--- config.mk ---
export PLATFORM = sky130hd
export DESIGN_NAME = muldiv_ctrl
export DESIGN_NICKNAME = d
export VERILOG_FILES = /design/src/rtl/muldiv_pkg.sv /design/src/rtl/div_core.sv /design/src/rtl/muldiv_ctrl.sv
export SDC_FILE = /design/constraint.sdc
export NUM_CORES = 2
export LEC_CHECK = 0
export ABC_AREA = 1
export CAP_MARGIN = 5
export CORE_MARGIN = 3
export CORE_UTILIZATION = 55
export DETAILED_ROUTE_END_ITERATION = 10
export PLACE_DENSITY = 0.72
export SLEW_MARGIN = 30
export SYNTH_ARGS = -nofsm -noshare
export SYNTH_HDL_FRONTEND = slang
export SYNTH_HIERARCHICAL = 1
export SYNTH_SLANG_ARGS = --single-unit
--- constraint.sdc ---
create_clock -name clk -period 11.7 [get_ports clk]
set_clock_uncertainty 0.2 [all_clocks]
set_input_delay 1.17 -clock clk [delete_from_list [all_inputs] [get_ports clk]]
set_output_delay 1.17 -clock clk [all_outputs]
set_load 0.01 [all_outputs]
--- src/rtl/muldiv_pkg.sv ---
// Shared op codes, state encoding and datapath width for the HI/LO muldiv controller.
package muldiv_pkg;
  localparam int XLEN = 32;

  localparam logic [2:0] OP_MULTU = 3'd1;
  localparam logic [2:0] OP_DIV   = 3'd2;
  localparam logic [2:0] OP_DIVU  = 3'd3;
  localparam logic [2:0] OP_MTHI  = 3'd4;
  localparam logic [2:0] OP_MTLO  = 3'd5;

  typedef enum logic [1:0] {
    S_IDLE = 2'd0,
    S_MUL  = 2'd1,
    S_DIV  = 2'd2,
    S_DONE = 2'd3
  } state_t;
endpackage

--- src/rtl/div_core.sv ---
// Unsigned restoring divider: one quotient bit per step, cnt counts W-1 down to 0.
module div_core #(
  parameter int W  = 32,
  parameter int CW = $clog2(W)
) (
  input  logic          clk,
  input  logic          rst,
  input  logic          load,
  input  logic          step,
  input  logic [W-1:0]  dividend,
  input  logic [W-1:0]  divisor,
  output logic [W-1:0]  quot,
  output logic [W-1:0]  rem,
  output logic [CW-1:0] cnt,
  output logic          done
);
  logic [W-1:0] dvsr;
  logic [W:0]   partial;
  logic [W:0]   diff;

  // The remainder never reaches the divisor, so the shifted value fits in W+1 bits
  // and diff[W] acts as the borrow of the trial subtraction.
  assign partial = {rem, quot[W-1]};
  assign diff    = partial - {1'b0, dvsr};
  assign done    = (cnt == '0);

  always_ff @(posedge clk) begin
    if (!rst) begin
      quot <= '0;
      rem  <= '0;
      dvsr <= '0;
      cnt  <= '0;
    end else if (load) begin
      quot <= dividend;
      rem  <= '0;
      dvsr <= divisor;
      cnt  <= CW'(W - 1);
    end else if (step) begin
      if (!diff[W]) begin
        rem  <= diff[W-1:0];
        quot <= {quot[W-2:0], 1'b1};
      end else begin
        rem  <= partial[W-1:0];
        quot <= {quot[W-2:0], 1'b0};
      end
      cnt <= cnt - CW'(1);
    end
  end
endmodule

--- src/rtl/muldiv_ctrl.sv ---
// HI/LO sequencer for MULTU/DIV/DIVU/MTHI/MTLO with CPU stall; MULDIV_ZERO_FAST_EN
// short-circuits divide-by-zero straight to DONE.
module muldiv_ctrl #(
  parameter int XLEN = muldiv_pkg::XLEN
) (
  input  logic            clk,
  input  logic            rst,
  input  logic            ena,
  input  logic            op_valid,
  input  logic [2:0]      op,
  input  logic [XLEN-1:0] rs_data,
  input  logic [XLEN-1:0] rt_data,
  output logic            stall,
  output logic [XLEN-1:0] hi_out,
  output logic [XLEN-1:0] lo_out,
  output logic            busy
);
  import muldiv_pkg::*;

`ifdef MULDIV_ZERO_FAST_EN
  localparam logic ZERO_FAST = 1'b1;
`else
  localparam logic ZERO_FAST = 1'b0;
`endif
  localparam int CW = $clog2(XLEN);

  state_t            state;
  logic              kind_mul;
  logic              q_neg;
  logic              r_neg;
  logic              div0;
  logic [XLEN-1:0]   rs_lat;
  logic [XLEN-1:0]   mul_a;
  logic [XLEN-1:0]   mul_b;
  logic [2*XLEN-1:0] prod;

  logic            is_mul, is_div, is_sdiv, accept;
  logic            div_load, div_step, div_done;
  logic [XLEN-1:0] dvd_abs, dvs_abs, quot, rem, q_fix, r_fix;
  logic [CW-1:0]   cnt;

  always_comb begin
    is_mul   = (op == OP_MULTU);
    is_sdiv  = (op == OP_DIV);
    is_div   = is_sdiv || (op == OP_DIVU);
    accept   = (state == S_IDLE) && op_valid;
    dvd_abs  = (is_sdiv && rs_data[XLEN-1]) ? -rs_data : rs_data;
    dvs_abs  = (is_sdiv && rt_data[XLEN-1]) ? -rt_data : rt_data;
    div_load = ena && accept && is_div;
    div_step = ena && (state == S_DIV);
    stall    = (accept && (is_mul || is_div)) || (state == S_MUL) || (state == S_DIV);
    q_fix    = q_neg ? -quot : quot;
    r_fix    = r_neg ? -rem : rem;
  end

  div_core #(.W(XLEN), .CW(CW)) u_div (
    .clk      (clk),
    .rst      (rst),
    .load     (div_load),
    .step     (div_step),
    .dividend (dvd_abs),
    .divisor  (dvs_abs),
    .quot     (quot),
    .rem      (rem),
    .cnt      (cnt),
    .done     (div_done)
  );

  always_ff @(posedge clk) begin
    if (!rst) begin
      state    <= S_IDLE;
      busy     <= 1'b0;
      hi_out   <= '0;
      lo_out   <= '0;
      kind_mul <= 1'b0;
      q_neg    <= 1'b0;
      r_neg    <= 1'b0;
      div0     <= 1'b0;
      rs_lat   <= '0;
      mul_a    <= '0;
      mul_b    <= '0;
      prod     <= '0;
    end else if (ena) begin
      case (state)
        S_IDLE: begin
          if (op_valid) begin
            if (is_mul) begin
              kind_mul <= 1'b1;
              mul_a    <= rs_data;
              mul_b    <= rt_data;
              state    <= S_MUL;
              busy     <= 1'b1;
            end else if (is_div) begin
              kind_mul <= 1'b0;
              q_neg    <= is_sdiv && (rs_data[XLEN-1] ^ rt_data[XLEN-1]);
              r_neg    <= is_sdiv && rs_data[XLEN-1];
              div0     <= (rt_data == '0);
              rs_lat   <= rs_data;
              if (ZERO_FAST && (rt_data == '0)) begin
                state <= S_DONE;
              end else begin
                state <= S_DIV;
                busy  <= 1'b1;
              end
            end else if (op == OP_MTHI) begin
              hi_out <= rs_data;
            end else if (op == OP_MTLO) begin
              lo_out <= rs_data;
            end
          end
        end
        S_MUL: begin
          prod  <= {{XLEN{1'b0}}, mul_a} * {{XLEN{1'b0}}, mul_b};
          state <= S_DONE;
          busy  <= 1'b0;
        end
        S_DIV: begin
          if (div_done) begin
            state <= S_DONE;
            busy  <= 1'b0;
          end
        end
        S_DONE: begin
          // Divide-by-zero reports the raw dividend, not the sign-corrected remainder.
          if (kind_mul) begin
            hi_out <= prod[2*XLEN-1:XLEN];
            lo_out <= prod[XLEN-1:0];
          end else if (div0) begin
            hi_out <= rs_lat;
            lo_out <= '1;
          end else begin
            hi_out <= r_fix;
            lo_out <= q_fix;
          end
          state <= S_IDLE;
        end
        default: state <= S_IDLE;
      endcase
    end
  end
endmodule

==> results.yml <==
detailed_routing:
  vias: 50800
  dr.pass1.iters: 8
  vias_per_cell: 5.40
  finalWirelength_um: 191000
  drc_errors: 0
  wl_per_cell_um: 20.3
  antenna_left: 0
  first_iter_violations: 4916
yosys:
  synth_edf_count: 0
  async_flop_share: 0
  syn_inst: 8158
  syn_area_sq_mm: 0.0562
  ys_ff_latch: 332
  ys_types: 55
  syn_area_per_cell_sq_um: 6.88
  ys_seq_area_frac: 0.118
  ys.flop_type: "dfxtp_1"
  synth-warning-count: 6
  postSynthNetCount: 9431
global_route:
  grt_max_degree: 114
  grt_pass1_wl_um: 295000
  antenna_found_initial: 7
  grt_use_total: 0.361
  grt_pass1_vias: 51300
  overflow: 0
final_layout:
  area_growth_syn_to_layout_pct: 6.30
  instances_no_fill: 9404
  mostFrequentLayoutCells: "nand2_1, inv_1, fa_1"
  layout_commonest_cell: "nand2_1"
  nets: 9289
  design_area_sq_mm: 0.0597
  utilization: 0.593
  layout-drive-gt1-share: 0.0372
die:
  rows: 116
  core_region_area_sq_mm: 0.101
  initial_utilization: 0.558
  fp.dieW_um: 326
  fp.dieArea_sq_mm: 0.106
  die_h_um: 326
  top_level_ports: 137
clocking:
  cts_buffer_depth: 3
  path_clk_slew_ns: 0.06
  ctsHoldBuffers: 0
  cts_setup_buffers: 0
  clk_latency_ns: 0.62
  postCtsResizedCells: 0
  cts_tree: "done"
  cts_made_buffers: 42
  htreeDepth: 2
  ctsRootBufferMaster: "clkbuf_16"
  clock-sinks: 332
sta:
  fin_setup_tns_ns: 0
  holdWs_ns: 0.260
  post-route-min-period_ns: 7.87
  maxSlewHeadroom: 0.322
  final_max_slew_viol_count: 0
  post-route-period-util: 0.673
  max_freq_mhz: 127
  hold_violations: 0
  setup_slack_ns: 3.83
  setup_violations: 0
  worst_pin_slew_ns: 1.02
  rsz0062_at_grt: "false"
critical_path:
  cp_max_fo: 19
  crit_slowest_cell: "dfxtp_1"
  worstPathArrival_ns: 8.19
  cpPeakStageDelay_ns: 0.93
  crit_type: "reg -> reg"
  path_buf_inv: 6
  critPathLaunchType: "flop"
  cp_data_required_time_ns: 12.01
  worst_setup_path_end_kind: "flop"
  critical_path.top_delay_family: "adder cells"
power:
  p_leak_nw: 35.0
  power_frac_comb: 0.339
  p_switching_mw: 1.62
  finalPower_mw: 4.02
  p_int_mw: 2.41
  p_seq_frac: 0.309
  ir_drop_mv: 0.100
  power_density_mw_per_mm2: 67.4
  clkPwrFrac: 0.352
  switching_share: 0.402
job:
  maxCapViolCount: 0
placed_design:
  place_ws_ns: 3.89
  dp_hpwl_um: 151000
  place_area_sq_mm: 0.0582
  placed_cells: 9329
  io_buffers: 136
  gp_congestion: 1.02
outcome:
  status: "finished clean"
min_path:
  timing.hold.worst.class: "reg -> reg"
[worst min-delay path: cells and delay by family (launching register included)]
family | cells | cell delay, ns
AOI/OAI and AO/OA | 1 | 0.06
DFF | 1 | 0.30
buffers and inverters | 1 | 0.06
[layer usage]
| layer | global-route usage | vias up | part of all wire | wire length (um) |
|---|---|---|---|---|
| li1 | - | 23300 | - | - |
| met1 | 0.459 | 24500 | 0.38 | 73400 |
| met2 | 0.603 | 2362 | 0.47 | 90200 |
| met3 | 0.0488 | 599 | 0.083 | 15800 |
| met4 | 0.185 | 8 | 0.061 | 11600 |
| met5 | 0 | - | 0.00025 | 47 |
[path summary, 6_finish.rpt]
check | from | end | slack (ns) | cells after the start
worst max-delay path | mul_a[11] | prod[60] | 3.83 | 26
worst min-delay path | u_div/dvsr[2] | u_div/dvsr[2] | 0.26 | 2
worst max register to register | mul_a[11] | prod[60] | 3.83 | 26
worst min register to register | u_div/dvsr[2] | u_div/dvsr[2] | 0.26 | 2
[cells by family (layout without fill, tap and decap cells)]
kind of cell | after synthesis | in the layout | synth area share
other | 0 | 1 | 0
adders and majority gates | 1202 | 1202 | 0.388
AOI/OAI and AO/OA | 822 | 822 | 0.0799
buffers and inverters | 2648 | 2536 | 0.179
and+or+nand+nor | 3051 | 3051 | 0.219
xor gates and xnor gates | 103 | 103 | 0.0161
DFF | 332 | 332 | 0.118
[cells in the mapped netlist, drive strengths merged (14+ instances only)]
cell type	instances	area, sq um
inv	2240	8410
buf	41	263
xor2	90	788
nor2	458	1830
o211ai	17	128
dfxtp	332	6650
a31oi	25	156
fa	897	18000
nand2	2256	8550
ha	305	3820
nand4	29	181
a211oi	14	105
clkbuf	363	1370
nor3	31	219
o21ai	336	1720
nand3	238	1250
a21oi	372	1900
[area by class of cell]
| class | count | area (sq um) |
|---|---|---|
| multi-input cells | 5178 | 39500 |
| fillers | 9689 | 41000 |
| flip-flops and latches | 332 | 6660 |
| inverters | 2244 | 8420 |
| repair buffers | 218 | 1990 |
| clock inverters | 13 | 214 |
| well taps | 1357 | 1700 |
| diodes | 1 | 2.50 |
| clock buffers | 61 | 1240 |
[registers in the layout, indices dropped and copies added (netlist names)]
signal      count
prod           64
q_neg           1
hi_out         32
rs_lat         32
div0            1
u_div/dvsr     32
u_div/rem      32
u_div/quot     32
busy            1
u_div/cnt       5
mul_b          32
state           2
r_neg           1
mul_a          32
kind_mul        1
lo_out         32
[power groups by stage]
stage               registers [mW]  clock network [mW]  logic, mW
finish                        1.24                1.42       1.37
global route                  1.24                1.46       1.50
CTS                           1.24                1.42       1.34
detailed placement            1.26                   0       1.33
global placement              1.26                   0       1.32
floorplan                     1.23                   0      0.969
Note: power is estimated with default switching activity, not from simulation.
